File: config.mk
export PLATFORM = sky130hd
export DESIGN_NAME = pipelined_adder
export DESIGN_NICKNAME = d
export VERILOG_FILES = /design/src/rtl/pipelined_adder.sv
export SDC_FILE = /design/constraint.sdc
export NUM_CORES = 1
export LEC_CHECK = 0
export ABC_AREA = 1
export CAP_MARGIN = 20
export CORE_UTILIZATION = 28
export CTS_CLUSTER_DIAMETER = 120
export CTS_CLUSTER_SIZE = 10
export DETAILED_ROUTE_END_ITERATION = 10
export GPL_TIMING_DRIVEN = 0
export PLACE_DENSITY_LB_ADDON = 0.12
export SYNTH_ARGS = -nofsm -noshare
export SYNTH_HDL_FRONTEND = slang
export SYNTH_SLANG_ARGS = --single-unit
export TNS_END_PERCENT = 10
File: constraint.sdc
create_clock -name clk -period 2 [get_ports clk]
set_clock_uncertainty 0.05 [all_clocks]
set_input_delay 0.3 -clock clk [delete_from_list [all_inputs] [get_ports clk]]
set_output_delay 0.3 -clock clk [all_outputs]
set_load 0.02 [all_outputs]
File: src/rtl/pipelined_adder.sv
// pipelined_adder: chunked ripple adder/subtractor with one carry register per stage and valid/ready flow control
module pipelined_adder #(
  parameter int WIDTH  = 16,
  parameter int STAGES = 4
) (
  input  logic             clk,
  input  logic             rst_n,
  input  logic             in_valid,
  output logic             in_ready,
  input  logic [WIDTH-1:0] ina,
  input  logic [WIDTH-1:0] inb,
  input  logic             cin,
  input  logic             sub,
  output logic             out_valid,
  input  logic             out_ready,
  output logic [WIDTH-1:0] result,
  output logic             cout,
  output logic             overflow
);
  localparam int CHUNK = WIDTH / STAGES;
  logic [STAGES-1:0] v_q, v_d, c_q, c_d;
  logic [STAGES:0]   ld;
  logic [WIDTH-1:0]  a_q [STAGES];
  logic [WIDTH-1:0]  a_d [STAGES];
  logic [WIDTH-1:0]  b_q [STAGES];
  logic [WIDTH-1:0]  b_d [STAGES];
  logic [WIDTH-1:0]  r_q [STAGES];
  logic [WIDTH-1:0]  r_d [STAGES];
  logic              ovf_q, ovf_d;
  logic [WIDTH-1:0]  src_a, src_b, src_r;
  logic              src_c;
  logic [CHUNK:0]    sum;
  // Ready ripples back from the consumer; each stage adds its chunk to the carry held by the stage before it
  always_comb begin
    ld = '0;
    ld[STAGES] = out_ready;
    for (int k = STAGES - 1; k >= 0; k--) ld[k] = !v_q[k] || ld[k + 1];
    src_a = '0;
    src_b = '0;
    src_r = '0;
    src_c = 1'b0;
    sum = '0;
    v_d = '0;
    c_d = '0;
    for (int k = 0; k < STAGES; k++) begin
      src_a = k == 0 ? ina : a_q[k == 0 ? 0 : k - 1];
      src_b = k == 0 ? (sub ? ~inb : inb) : b_q[k == 0 ? 0 : k - 1];
      src_c = k == 0 ? (sub ? ~cin : cin) : c_q[k == 0 ? 0 : k - 1];
      src_r = k == 0 ? '0 : r_q[k == 0 ? 0 : k - 1];
      sum = {1'b0, src_a[k*CHUNK +: CHUNK]} + {1'b0, src_b[k*CHUNK +: CHUNK]} + {{CHUNK{1'b0}}, src_c};
      a_d[k] = src_a;
      b_d[k] = src_b;
      r_d[k] = src_r;
      r_d[k][k*CHUNK +: CHUNK] = sum[CHUNK-1:0];
      c_d[k] = sum[CHUNK];
      v_d[k] = ld[k] ? (k == 0 ? in_valid : v_q[k == 0 ? 0 : k - 1]) : v_q[k];
    end
    ovf_d = (src_a[WIDTH-1] == src_b[WIDTH-1]) && (r_d[STAGES-1][WIDTH-1] != src_a[WIDTH-1]);
  end
  // A stage captures new contents only when it loads, so a stalled pipeline holds everything in place
  always_ff @(posedge clk) begin
    for (int k = 0; k < STAGES; k++) begin
      if (!rst_n) begin
        a_q[k] <= '0;
        b_q[k] <= '0;
        r_q[k] <= '0;
        c_q[k] <= 1'b0;
      end else if (ld[k]) begin
        a_q[k] <= a_d[k];
        b_q[k] <= b_d[k];
        r_q[k] <= r_d[k];
        c_q[k] <= c_d[k];
      end
    end
    v_q <= rst_n ? v_d : '0;
    ovf_q <= !rst_n ? 1'b0 : ld[STAGES-1] ? ovf_d : ovf_q;
  end
  assign in_ready  = ld[0];
  assign out_valid = v_q[STAGES-1];
  assign result    = r_q[STAGES-1];
  assign cout      = c_q[STAGES-1];
  assign overflow  = ovf_q;
endmodule

; After elaboration in Yosys (flattened, before gate mapping)
; Memory sizes are Yosys's and may differ from the RTL's.
; Cells that the tools add are included.
; Widths: inputs -> output; s select.
[totals]
regBits = 9
mem_bits_rw = 192
input_bits = 38
out_inout_bits = 20
n_memories = 3
[classes]
add_sub_neg = 8
n_eq_ne = 2
muxes = 27
bitwise_logic = 14
n_reduce_logical = 9
[memory_table]
columns = memory, words, word_bits, rd, rd_ports_with_merged_regs, write_ports, line_no
row1 = a_q, 4, 16, 3, 0, 4, 23  ; logic [WIDTH-1:0] a_q [STAGES];
row2 = b_q, 4, 16, 3, 0, 4, 25  ; logic [WIDTH-1:0] b_q [STAGES];
row3 = r_q, 4, 16, 4, 0, 4, 27  ; logic [WIDTH-1:0] r_q [STAGES];
[ops]
columns = cell, count
row1 = $mux 16, 13
row2 = $add 4x4->5, 4
row3 = $add 5x1->5, 4
row4 = $not 16->16, 1
row5 = $mux 1, 14
row6 = $or 1x1->1, 12
row7 = $logic_not 1->1, 4
row8 = $logic_or 1x1->1, 4
row9 = $eq 1x1->1, 1
row10 = $logic_and 1x1->1, 1
row11 = $ne 1x1->1, 1
row12 = $not 1->1, 1

; Depth between registers and ports, before layout
[logic_depth]
ltp_word = 9
ltp_mapped = 10
depth_no_buf = 8

; Worst setup path before layout
; OpenSTA, ideal clock, no wires.
[synth_timing]
path_kind = input port to flip-flop
start = input sub
end = memory r_q[0][2], data pin
t_arrival_ns = 1.803
t_required_ns = 1.694
setup_slack_ns = -0.108
stages = 7
path_buffers = 2
path_cell_list = buf_4 > buf_6 > xor2_1 > fa_1 > fa_1 > xnor2_1 > nor2_1
[synth_lines]
columns = element, line_no
row1 = "start, declared", 13  ; input logic sub,
row2 = "end, declared", 27

==> impl_results.md <==
* Minimum clock period at 1.93 ns
* Crit. End Element: flop
* Clock sink count at 97
* Synth top cells by count: nor2_1, edfxtp_1, inv_1
* TritonCTS buffer count at 9
* Synth Flop Type: edfxtp_1
* Switching power at 0.970 mW
* Final hold vios at 0
* Worst vdd ir at 440 uV
* PwrDens at 866 nW/um^2
* Switch share at 19.9%
* Global placement routability congestion at 0.708
* Post-synth EDFFs at 88
* Via density at 3.67
* Initial Utilization at 28.9%
* Initial DRC Count at 170
* DP HPWL at 5230 um
* Fin nets at 521
* Clk root buf: clkbuf_16
* Seq/Total Area, Yosys at 64.0%
* Core Rows at 45
* Pin count of the biggest net entering global routing at 29
* Core area at 15300 sq um
* TritonRoute pass-1 iters at 4
* Final worst setup slack at 0.0740 ns
* Hold Crit Class: in -> reg
* P_int at 3.91 mW
* Synth warn at 0
* Pre-CTS WS at -0.593 ns
* Die area at 16300 sq um
* IO Count at 58
* Initial antenna violation count at 0
* First-pass GRT wire length at 11800 um
* Slew headroom at 58.2%
* Fin. max-slew vios at 0
* TritonCTS clock tree: done
* CP max FO at 2
* Vias at 2494
* Cts hold-fix bufs at 0
* Number of buffers added on ports at 56
* Syn Nets at 454
* DIE HEIGHT at 127 um
* Avg Cell Area, Syn at 11.1 sq um
* Layout Area Growth over Synthesis at 27.7%
* RSZ-0062 raised after global routing: false
* CTS Buffer Depth at 2
* Post-Syn Area at 4410 sq um
* Setup bufs post-CTS at 0
* Setup TNS at 0 ns
* Combinational group share of total power at 9.1%
* Post-DRT Antenna Nets at 0
* Vias in the first global route at 2517
* Die width at 127 um
* Resized cells post-CTS at 3
* Antenna diode count at 0
* # setup viols final at 0
* Worst setup SP type: primary input
* Cells after Synth at 396
* Clock latency on the worst-skew pair at 0.34 ns
* Cell variety after synth at 23
* Count leader, synth: nor2_1
* Total grt overflow at 0
* Share of Yosys cell area claimed by the top area cell type at 59.9%
* WS Path Type: in -> reg
* Seq pwr share at 48.7%
* Tot GR Track Use at 9.37%
* #FFs+latches synth at 97
* Final period util at 96.3%
* CTS H-tree lvls at 3
* Routed WL at 6840 um
* CTS clk-pin slew, worst paths at 0.06 ns
* CP Data Required Time at 2.04 ns
* Clock power share at 42.2%
* Async set-reset flop share out of synthesis at 0%
* Share of layout cells above drive strength 1 at 7.91%
* Synth area leaders: edfxtp_1, nor2_1, inv_1
* Lkg Pwr at 2.38 nW
* Worst-margin pin slew at 0.626 ns
* CP arrival at 1.97 ns
* DR WL/cell at 10.1 um
* Status: finished, final reports clean
* Max Clk Rate at 519 MHz
* Yosys top cell by area: edfxtp_1
* Max-Cap Viols at 0
* DRC at 0
==> layer usage <==
metal  vias to the layer above  global-route usage [%]  share of wire (%)
met5                         -                       0                  0
met4                         0                    4.48                2.0
met1                      1056                    12.4                 51
met2                        54                    14.0                 42
li1                       1372                       -                  -
met3                        12                    2.85                4.9
==> path summary, 6_finish.rpt <==
path	from	end	slack (ns)	depth (start not counted)
worst max register to register	a_q[1][12]	c_q[3]	0.25	6
worst max-delay path	inb[0]	r_q[0][2]	0.07	6
worst min-delay path	sub	b_q[0][8]	0.30	3
worst min register to register	overflow	overflow	0.41	2
==> layout make-up <==
| cell class | instances | area (sq um) |
|---|---|---|
| multi-input cells | 201 | 1200 |
| repair buffers | 56 | 559 |
| inverters | 88 | 330 |
| plain buffers | 10 | 92.6 |
| flip-flops and latches | 97 | 2820 |
| fillers | 1511 | 9630 |
| well taps | 211 | 264 |
| clock buffers | 11 | 233 |
| clock inverters | 5 | 128 |
==> logic make-up (layout without fill, tap and decap cells) <==
logic type | count (synthesis) | after routing | synth area share (%)
simple gates | 147 | 147 | 14.0
buf+inv | 98 | 170 | 9.34
flops | 97 | 97 | 64.0
fa+ha+maj | 20 | 20 | 7.04
xor+xnor | 20 | 20 | 3.97
compound gates | 14 | 14 | 1.59
==> worst max-delay path: stages <==
cell and delay (ns):
clkdlybuf4s50_1 0.44, xor2_2 0.20, fa_2 0.42, fa_2 0.41, xnor2_1 0.14, nor2_1 0.05
==> layout by cell type (no fill, tap or decap), types with 2 or more instances in the layout <==
master	count
nor2_1	92
edfxtp_1	88
inv_1	87
clkdlybuf4s50_1	55
nand2_1	28
nand3_1	16
xnor2_1	13
ha_1	12
a21oi_1	11
dfxtp_1	9
clkbuf_16	9
xor2_1	6
fa_1	6
nand2_2	4
buf_4	4
bufinv_16	4
o21ai_0	3
buf_8	2
nand2_4	2
buf_6	2
buf_2	2
fa_2	2
clkbuf_1	2
==> metrics by stage <==
stage | power (mW) | hold slack, ns | utilization, % | cell area, sq um | instances
floorplan | 2.69 | 0.371 | - | 4430 | 396
global placement | 2.87 | 0.403 | 34.5 | 5260 | 663
detailed placement | 2.87 | 0.395 | 34.5 | 5260 | 663
CTS | 4.94 | 0.298 | 36.8 | 5620 | 679
global route | 5.09 | 0.298 | 36.9 | 5630 | 679
finish | 4.88 | 0.301 | 36.9 | 5630 | 679
==> power by group through the flow <==
stage	Combinational (mW)	Clock [mW]	Sequential (mW)
after floorplan	0.262	0	2.43
after global placement	0.449	0	2.42
after detailed placement	0.451	0	2.42
after CTS	0.454	2.11	2.38
after global routing	0.510	2.19	2.39
final	0.445	2.06	2.37
==> registers in the layout, indices dropped and copies added, names as in the netlist <==
name and flops:
a_q 24, b_q 24, c_q 4, overflow 1
r_q 40, v_q 4
(Power assumes the default switching activity.)
